--- src/rtl/vc_pkg.sv ---
// ----------------------------------------------------------------------------
// vc_pkg
// Shared definitions for the virtual-channel arbiter and its output stage:
//   - arb_state_e        : arbiter FSM states (which VC, if any, was popped)
//   - GNT_NONE/VC0/VC1   : one-hot {VC1,VC0} grant encodings
//   - DATA_WIDTH_DEFAULT : default FIFO word width
// ----------------------------------------------------------------------------
package vc_pkg;

    localparam int DATA_WIDTH_DEFAULT = 6;

    typedef enum logic [1:0] {
        IDLE  = 2'd0,
        SERV0 = 2'd1,
        SERV1 = 2'd2
    } arb_state_e;

    localparam logic [1:0] GNT_NONE = 2'b00;
    localparam logic [1:0] GNT_VC0  = 2'b01;
    localparam logic [1:0] GNT_VC1  = 2'b10;

endpackage

--- src/rtl/vc_out_stage.sv ---
// ----------------------------------------------------------------------------
// vc_out_stage
// Push/mux stage toward the downstream FIFO. The pop select arrives already
// registered (it is the arbiter FSM state, which records the VC popped in the
// previous cycle), and the VC FIFOs present their read data exactly one cycle
// after the pop, so the push strobe, grant and data all line up here without
// a second register. Outputs are forced to zero while reset is asserted so an
// in-flight word is dropped rather than pushed.
//
// Ports:
//   reset        in   synchronous active-low reset (used here as a push gate)
//   served_i     in   registered pop select (IDLE / SERV0 / SERV1)
//   vc0_data_i   in   VC0 FIFO read data
//   vc1_data_i   in   VC1 FIFO read data
//   out_push_o   out  downstream write enable
//   out_data_o   out  downstream write data, zero when not pushing
//   grant_o      out  one-hot {VC1,VC0} of the word being pushed
// ----------------------------------------------------------------------------
module vc_out_stage
    import vc_pkg::*;
#(
    parameter int DATA_WIDTH = DATA_WIDTH_DEFAULT
) (
    input  logic                  reset,
    input  arb_state_e            served_i,
    input  logic [DATA_WIDTH-1:0] vc0_data_i,
    input  logic [DATA_WIDTH-1:0] vc1_data_i,
    output logic                  out_push_o,
    output logic [DATA_WIDTH-1:0] out_data_o,
    output logic [1:0]            grant_o
);

    always_comb begin
        grant_o    = GNT_NONE;
        out_data_o = '0;
        if (reset) begin
            case (served_i)
                SERV0: begin
                    grant_o    = GNT_VC0;
                    out_data_o = vc0_data_i;
                end
                SERV1: begin
                    grant_o    = GNT_VC1;
                    out_data_o = vc1_data_i;
                end
                default: begin
                    grant_o    = GNT_NONE;
                    out_data_o = '0;
                end
            endcase
        end
    end

    assign out_push_o = (grant_o != GNT_NONE);

endmodule

--- src/rtl/vc_arbiter.sv ---
// ----------------------------------------------------------------------------
// vc_arbiter
// Drains two virtual-channel FIFOs into one downstream FIFO. VC0 has strict
// priority; after MAX_VC0_BURST consecutive VC0 pops while VC1 is waiting,
// one VC1 word is forced through. Pops are combinational; the matching push
// follows one cycle later through vc_out_stage.
//
// Optional build macro: VC_ARBITER_STATS_EN adds per-channel push counters
// (vc0_grant_cnt, vc1_grant_cnt) and a starve_event pulse.
//
// Ports:
//   clk, reset        clock; synchronous active-low reset
//   vc0_empty/vc1_empty  VC FIFO empty flags
//   vc0_data/vc1_data    VC FIFO read data (valid the cycle after a pop)
//   out_full, out_almost_full  downstream FIFO status
//   vc0_pop/vc1_pop      VC FIFO read enables
//   out_push, out_data   downstream write enable / data
//   grant                one-hot {VC1,VC0} of the word pushed this cycle
//   vc0_grant_cnt, vc1_grant_cnt, starve_event  (stats build only)
// ----------------------------------------------------------------------------
module vc_arbiter
    import vc_pkg::*;
#(
    parameter int DATA_WIDTH    = DATA_WIDTH_DEFAULT,
    parameter int MAX_VC0_BURST = 4,
    parameter int BURST_CNT_W   = 4
) (
    input  logic                  clk,
    input  logic                  reset,
    input  logic                  vc0_empty,
    input  logic                  vc1_empty,
    input  logic [DATA_WIDTH-1:0] vc0_data,
    input  logic [DATA_WIDTH-1:0] vc1_data,
    input  logic                  out_full,
    input  logic                  out_almost_full,
    output logic                  vc0_pop,
    output logic                  vc1_pop,
    output logic                  out_push,
    output logic [DATA_WIDTH-1:0] out_data,
    output logic [1:0]            grant
`ifdef VC_ARBITER_STATS_EN
    ,
    output logic [15:0]           vc0_grant_cnt,
    output logic [15:0]           vc1_grant_cnt,
    output logic                  starve_event
`endif
);

    localparam logic [BURST_CNT_W-1:0] BURST_MAX = BURST_CNT_W'(MAX_VC0_BURST);

    arb_state_e             state_q, state_d;
    logic [BURST_CNT_W-1:0] burst_q, burst_d;
    logic                   pop_ok;
    logic                   vc0_allowed;

    // Stop popping one entry early: the push trails the pop by a cycle and
    // the downstream count only moves after that push.
    assign pop_ok      = !out_full && !out_almost_full;
    assign vc0_allowed = vc1_empty || (burst_q < BURST_MAX);

    always_comb begin
        state_d = IDLE;
        if (!reset) begin
            state_d = IDLE;
        end else if (!pop_ok) begin
            state_d = IDLE;
        end else if (!vc0_empty && vc0_allowed) begin
            state_d = SERV0;
        end else if (!vc1_empty) begin
            state_d = SERV1;
        end else begin
            state_d = IDLE;
        end
    end

    assign vc0_pop = (state_d == SERV0);
    assign vc1_pop = (state_d == SERV1);

    // The burst count only measures VC0 pops that VC1 had to wait through;
    // a stall holds it so backpressure cannot reset the fairness window.
    always_comb begin
        burst_d = burst_q;
        if (vc1_pop || vc1_empty) begin
            burst_d = '0;
        end else if (vc0_pop && (burst_q < BURST_MAX)) begin
            burst_d = burst_q + 1'b1;
        end
    end

    always_ff @(posedge clk) begin
        if (!reset) begin
            state_q <= IDLE;
            burst_q <= '0;
        end else begin
            state_q <= state_d;
            burst_q <= burst_d;
        end
    end

    vc_out_stage #(
        .DATA_WIDTH (DATA_WIDTH)
    ) u_out_stage (
        .reset      (reset),
        .served_i   (state_q),
        .vc0_data_i (vc0_data),
        .vc1_data_i (vc1_data),
        .out_push_o (out_push),
        .out_data_o (out_data),
        .grant_o    (grant)
    );

`ifdef VC_ARBITER_STATS_EN
    logic [15:0] vc0_cnt_q, vc0_cnt_d;
    logic [15:0] vc1_cnt_q, vc1_cnt_d;

    always_comb begin
        vc0_cnt_d = vc0_cnt_q;
        vc1_cnt_d = vc1_cnt_q;
        if (out_push && (grant == GNT_VC0)) begin
            vc0_cnt_d = vc0_cnt_q + 16'd1;
        end
        if (out_push && (grant == GNT_VC1)) begin
            vc1_cnt_d = vc1_cnt_q + 16'd1;
        end
    end

    always_ff @(posedge clk) begin
        if (!reset) begin
            vc0_cnt_q <= '0;
            vc1_cnt_q <= '0;
        end else begin
            vc0_cnt_q <= vc0_cnt_d;
            vc1_cnt_q <= vc1_cnt_d;
        end
    end

    assign vc0_grant_cnt = vc0_cnt_q;
    assign vc1_grant_cnt = vc1_cnt_q;
    // VC1 winning while VC0 still has data can only be the burst limit.
    assign starve_event  = vc1_pop && !vc0_empty;
`endif

endmodule

--- config.mk ---
export PLATFORM = sky130hd
export DESIGN_NAME = vc_arbiter
export DESIGN_NICKNAME = d
export VERILOG_FILES = /design/src/rtl/vc_pkg.sv /design/src/rtl/vc_out_stage.sv /design/src/rtl/vc_arbiter.sv
export SDC_FILE = /design/constraint.sdc
export NUM_CORES = 1
export LEC_CHECK = 0
export BUFFER_PORTS_ARGS = -buffer_cell sky130_fd_sc_hd__buf_4
export CORE_AREA = 5 5 42 44
export DETAILED_ROUTE_END_ITERATION = 16
export DIE_AREA = 0 0 47 49
export PLACE_DENSITY_LB_ADDON = 0.05
export SLEW_MARGIN = 20
export SYNTH_ARGS = -nofsm -noshare
export SYNTH_HDL_FRONTEND = slang
export SYNTH_SLANG_ARGS = --single-unit
--- constraint.sdc ---
create_clock -name clk -period 1.9 [get_ports clk]
set_input_delay 0.095 -clock clk [delete_from_list [all_inputs] [get_ports clk]]
set_output_delay 0.095 -clock clk [all_outputs]
set_load 0.005 [all_outputs]
==> results of run 1 <==
[per-layer routing]
layer	vias to the layer above	GRT usage [%]	share of wire, %	wire length, um
met4	0	5.53	1.7	20
li1	246	-	-	-
met2	28	17.6	44	529
met1	195	8.99	37	442
met5	-	0	0	0
met3	3	4.43	18	217
[sequential cells by signal, indices dropped and copies added (netlist names)]
signal   cells
burst_q      4
state_q      2
[path summary, 6_finish.rpt]
check,end,cells after the start
worst max-delay path,out_push,5
worst min-delay path,state_q[1],2
worst max register to register,burst_q[0],3
worst min register to register,burst_q[3],1
[power by group]
| group | internal [uW] | switching [uW] |
|---|---|---|
| clock network | 71.6 | 49.1 |
| registers | 127 | 0.618 |
| logic | 34.2 | 21.7 |
[cell usage after synthesis, types with 2 or more instances]
cell	number
or3_1	2
inv_1	3
nor3_1	4
ha_1	3
o21ai_1	2
dfxtp_1	6
nor2_1	6
and2_2	2
a22oi_1	6
and3_1	2
a211oi_1	2
[through the flow]
stage                     worst slack, ns  instance area [um^2]  hold WS [ns]  util [%]  instances
final                               0.355                   657        0.0311      46.9         95
after global routing                0.265                   657        0.0345      46.9         95
after CTS                           0.346                   657        0.0271      46.9         95
after detailed placement            0.564                   634         0.289      45.3         92
after global placement              0.590                   634         0.292      45.3         92
after floorplan                     0.611                   404         0.174         -         48
[worst register-to-register path, cell delays in order, from the launching register on]
cell and delay, ns:
dfxtp_1 0.32, or3_1 0.40, or3_1 0.33, a211oi_2 0.21
[layout make-up]
| class | instances | area share, % |
|---|---|---|
| flip-flops and latches | 6 | 18.3 |
| inverters | 3 | 1.71 |
| clock buffers | 3 | 3.43 |
| multi-input cells | 39 | 41.5 |
| repair buffers | 28 | 32.0 |
| well taps | 16 | 3.05 |
[kinds of logic (layout without fill, tap and decap cells)]
group	count (synthesis)	in the layout	synth area share [%]
flops	6	6	29.7
fa+ha+maj	3	3	9.29
buf+inv	3	34	2.79
compound gates	13	13	23.8
simple gates	23	23	34.4
==> run_results.csv, run 1 <==
group,metric,value,unit
synthesis,synth_cells,48,
synthesis,ys_warn_count,0,
synthesis,synth_top_area_cell,"dfxtp_1",
min_path,min_from,"vc1_empty",
synthesis,synth_top_area_share,29.7,%
drt,drt_first_pass_iters,4,
job,cap_violations,0,
setup_path,cp.required,1.80,ns
timing,setup_viol,0,
floorplan,dieWidth,47,um
synthesis,ys_ff_latch,6,
setup_path,critical_path_class,"register to output pin",
synthesis,synth_edf_count,0,
clock_tree,clockBufferDepth,2,
timing,finalSetupTns,0,ns
min_path,hold_class,"input pin to register",
clock_tree,cts_root_buf,"clkbuf_4",
synthesis,synth_cell_types,21,
clock_tree,cts_tree,"done",
synthesis,synthArstFlopShare,0,%
setup_path,max_stage_delay,0.32,ns
layout,layout_common_cells,"buf_4, a22oi_1, nor2_1, dfxtp_1, nor3_1",
clock_tree,post_cts_buffers,0,
setup_path,cp.arrival,1.45,ns
floorplan,num_io_pins,29,
floorplan,coreArea,0.00140,mm^2
timing,slew_headroom,59.3,%
setup_path,cpMaxStageDelayCell,"dfxtp_1",
status,run_status,"completed",
layout,seq_area,120,um^2
layout,antennaDiodeCount,0,
synthesis,netlist_area,404,um^2
clock_tree,cts_buffers,3,
setup_path,crit_buf_inv,2,
timing,worstMarginPinSlew,0.607,ns
floorplan,die_height,49,um
synthesis,postSynthNetCount,69,
clock_tree,cts_sinks,6,
clock_tree,cts_resized,0,
setup_path,crit_start,"state_q[0]",
clock_tree,clk_pin_slew,0.05,ns
drt,wl,1210,um
layout,area_growth,62.5,%
drt,vias,472,
setup_path,cp-start-kind,"register",
synthesis,ys.flop_type,"dfxtp_1",
power,totalPowerFinal,305,uW
synthesis,avgSynthCellArea,8.42,um^2
grt,antenna_found_initial,0,
floorplan,start_util,28.8,%
timing,slew_viol_final,0,
grt,grt_pass1_wl,1700,um
synthesis,yosysSeqAreaShare,29.7,%
setup_path,crit_path_max_fanout,7,
floorplan,fp-row-count,14,
clock_tree,insertion_delay,0.25,ns
power,p_per_area,464,mW/mm^2
setup_path,r2r-start,"burst_q[2]",
drt,drtIter0Drc,4,
setup_path,cp_top_family,"simple AND/OR/NAND/NOR gates",
clock_tree,cts_hold_buf,0,
layout,fill_cells,151,
grt,grt_overflow,0,
timing,rsz0062_at_grt,"false",
clock_tree,htree_num_levels,1,
layout,final_common_cell,"buf_4",
power,cellLeakagePower,0.000297,uW
place,portBuffers,28,
drt,routed_via_density,4.97,
layout,drive_gt1_share,45.6,%
drt,ant_nets,0,
timing,hold_viol,0,
setup_path,crit_chain,"inv_1 -> ha_1 -> and2_2 -> or2_1 -> buf_4",
grt,grt_util_all_layers,10.1,%
setup_path,r2r_slack,0.55,ns
grt,grt_max_degree,8,
place,hpwl,1040,um
drt,remaining_drc_errors,0,
timing,finalCritPeriodShare,81.3,%
layout,multi_input_area,273,um^2
place,gp_congestion,0.732,
timing,skew,0.00686,ns
power,irDropWorstVdd,0.261,mV
timing,finalCriticalPeriod,1.55,ns
synthesis,synth_area_leaders,"dfxtp_1, a22oi_1, ha_1, nor2_1, nor3_1",
grt,grt_pass1_vias,408,
timing,fmax,647,MHz
floorplan,die_area,0.00230,mm^2
drt,wl_per_cell,12.7,um
layout,nets,102,
setup_path,crit_path_end_kind,"output pin",
(Power assumes the default switching activity.)
==> run 2: changes to the inputs <==
- ABC_AREA: not set -> 1
- CORE_AREA: 5 5 42 44 -> not set
- CORE_MARGIN: not set -> 5
- CORE_UTILIZATION: not set -> 36
- DIE_AREA: 0 0 47 49 -> not set
- clock period: 1.9 -> 1.4 ns (I/O delays scaled with it)
==> run 2 against run 1 <==
Against the previous run: power grew 40%; global-route usage grew 3.5 points; synthesized cell count grew 52%; clock skew shrank 0.0064 ns; synthesized area grew 19%.
==> run_results.csv, run 2 <==
group,metric,value,unit
timing,hold_ws,0.130,ns
clock_tree,cts_buffers,3,
layout,stdcell_area,779,um^2
timing,finalSetupTns,0,ns
clock_tree,cts_hold_buf,0,
setup_path,cp.required,1.33,ns
timing,slew_headroom,87.1,%
layout,drive_gt1_share,54.8,%
synthesis,avgSynthCellArea,6.60,um^2
floorplan,fp-row-count,13,
setup_path,cp.arrival,1.31,ns
place,portBuffers,28,
timing,fmax,724,MHz
power,irDropWorstVdd,0.257,mV
floorplan,start_util,37.5,%
setup_path,cp-start-kind,"register",
timing,finalCriticalPeriod,1.38,ns
clock_tree,cts_tree,"done",
place,hpwl,1010,um
synthesis,synth_cells,73,
setup_path,crit_path_max_fanout,6,
clock_tree,insertion_delay,0.25,ns
setup_path,critical_path_class,"register to output pin",
clock_tree,clk_pin_slew,0.04,ns
drt,wl_per_cell,10.5,um
timing,skew,0.000460,ns
timing,setup_viol,0,
synthesis,ys_ff_latch,6,
grt,grt_pass1_vias,531,
synthesis,synth_top_area_share,24.9,%
timing,finalCritPeriodShare,98.7,%
timing,rsz0062_at_grt,"true",
layout,top_register,"burst_q",
floorplan,die_area,0.00217,mm^2
drt,wl,1250,um
drt,routed_via_density,4.68,
clock_tree,clockBufferDepth,2,
floorplan,num_io_pins,29,
drt,vias,557,
drt,ant_nets,0,
synthesis,ys_warn_count,0,
synthesis,netlist_area,482,um^2
layout,largest_registers,"burst_q x4, state_q x2",
drt,remaining_drc_errors,0,
place,gp_congestion,0.752,
synthesis,synth_edf_count,0,
drt,drt_first_pass_iters,2,
timing,worstMarginPinSlew,0.194,ns
power,p_per_area,548,mW/mm^2
power,cellLeakagePower,0.000378,uW
floorplan,dieWidth,46.6,um
status,run_status,"completed",
clock_tree,cts_root_buf,"clkbuf_4",
synthesis,yosysMostFrequentCell,"nand2_1",
timing,slew_viol_final,0,
layout,nets,127,
clock_tree,cts_sinks,6,
synthesis,synthArstFlopShare,0,%
layout,layout_common_cells,"buf_4, nand2_1, inv_1",
synthesis,synth_commonest_cells,"nand2_1, inv_1, a21oi_1, dfxtp_1, nor2_1",
grt,grt_util_all_layers,13.6,%
clock_tree,htree_num_levels,1,
layout,final_common_cell,"buf_4",
grt,grt_pass1_wl,2080,um
synthesis,ys.flop_type,"dfxtp_1",
synthesis,yosysSeqAreaShare,24.9,%
layout,antennaDiodeCount,0,
grt,grt_overflow,0,
timing,hold_viol,0,
grt,antenna_found_initial,0,
drt,drtIter0Drc,2,
job,cap_violations,0,
synthesis,synth_area_leaders,"dfxtp_1, nand2_1, inv_1, ha_1, nor2_4",
layout,largest_register_ffs,4,
floorplan,coreArea,0.00128,mm^2
setup_path,crit_path_end_kind,"output pin",
synthesis,synth_cell_types,18,
synthesis,postSynthNetCount,94,
synthesis,synth_top_area_cell,"dfxtp_1",
layout,area_growth,61.8,%
min_path,hold_class,"input pin to register",
floorplan,die_height,46.6,um
place,placed_area,707,um^2
grt,grt_max_degree,8,
==> run 2: cell types whose count changed after synthesis, sizes merged, moves of 5 or more <==
cell	before	now
a21oi	0	8
nor2	6	11
inv	3	17
a22oi	6	0
nand2	0	19
==> run 2: cells by family after synthesis <==
family	count (synthesis)	share of synthesized area (%)
adders and majority gates	3	7.79
buffers and inverters	18	14.0
and+or+nand+nor	37	39.5
DFF	6	24.9
AOI/OAI and AO/OA	9	13.8
==> run 2: layout make-up <==
type,count,area [um^2]
flip-flops and latches,6,123
multi-input cells,49,334
repair buffers,29,218
inverters,17,63.8
clock buffers,3,22.5
well taps,15,18.8
fillers,127,505
==> run 2: worst paths after layout <==
check / startpoint / end / slack [ns] / cells past startpoint
max: state_q[0] / out_data[0] / 0.02 / 5
min: vc0_empty / state_q[1] / 0.13 / 3
max reg2reg: burst_q[2] / burst_q[2] / 0.39 / 5
min reg2reg: burst_q[1] / burst_q[1] / 0.49 / 2
==> run 2: worst max-delay path: stages, from the launching register on <==
cell	delay (ns)
dfxtp_2	0.33
inv_2	0.04
ha_4	0.20
or2_4	0.27
a21oi_2	0.11
buf_4	0.12
==> run 2: per-stage QoR <==
step                cells  total power, uW  util, %  setup slack [ns]
finish                119              427     60.7            0.0179
global route          119              452     60.7           -0.0650
CTS                   119              432     60.5            0.0169
detailed placement    115              263     55.0             0.117
global placement      115              262     55.0             0.140
floorplan              73              214        -             0.223
==> run 2: what timing repair did <==
| action | CTS | global route |
|---|---|---|
| pin swaps | 2 | 0 |
| gates resized for setup | 11 | 1 |
| setup endpoints to repair | 6 | 8 |
| setup buffers | 1 | 0 |
==> run 2: routing by layer <==
layer	routed length (um)	global-route usage, %	up-vias
met1	445	12.2	237
met2	541	25.0	30
li1	-	-	285
met5	0	0	-
met3	236	5.08	5
met4	27	8.52	0
==> run 2: where the power goes <==
part	total (uW)	switching [uW]	internal, uW
Clock	162	64.6	97.1
Combinational	90.4	39.9	50.5
Sequential	175	1.50	174
Total	427	106	321
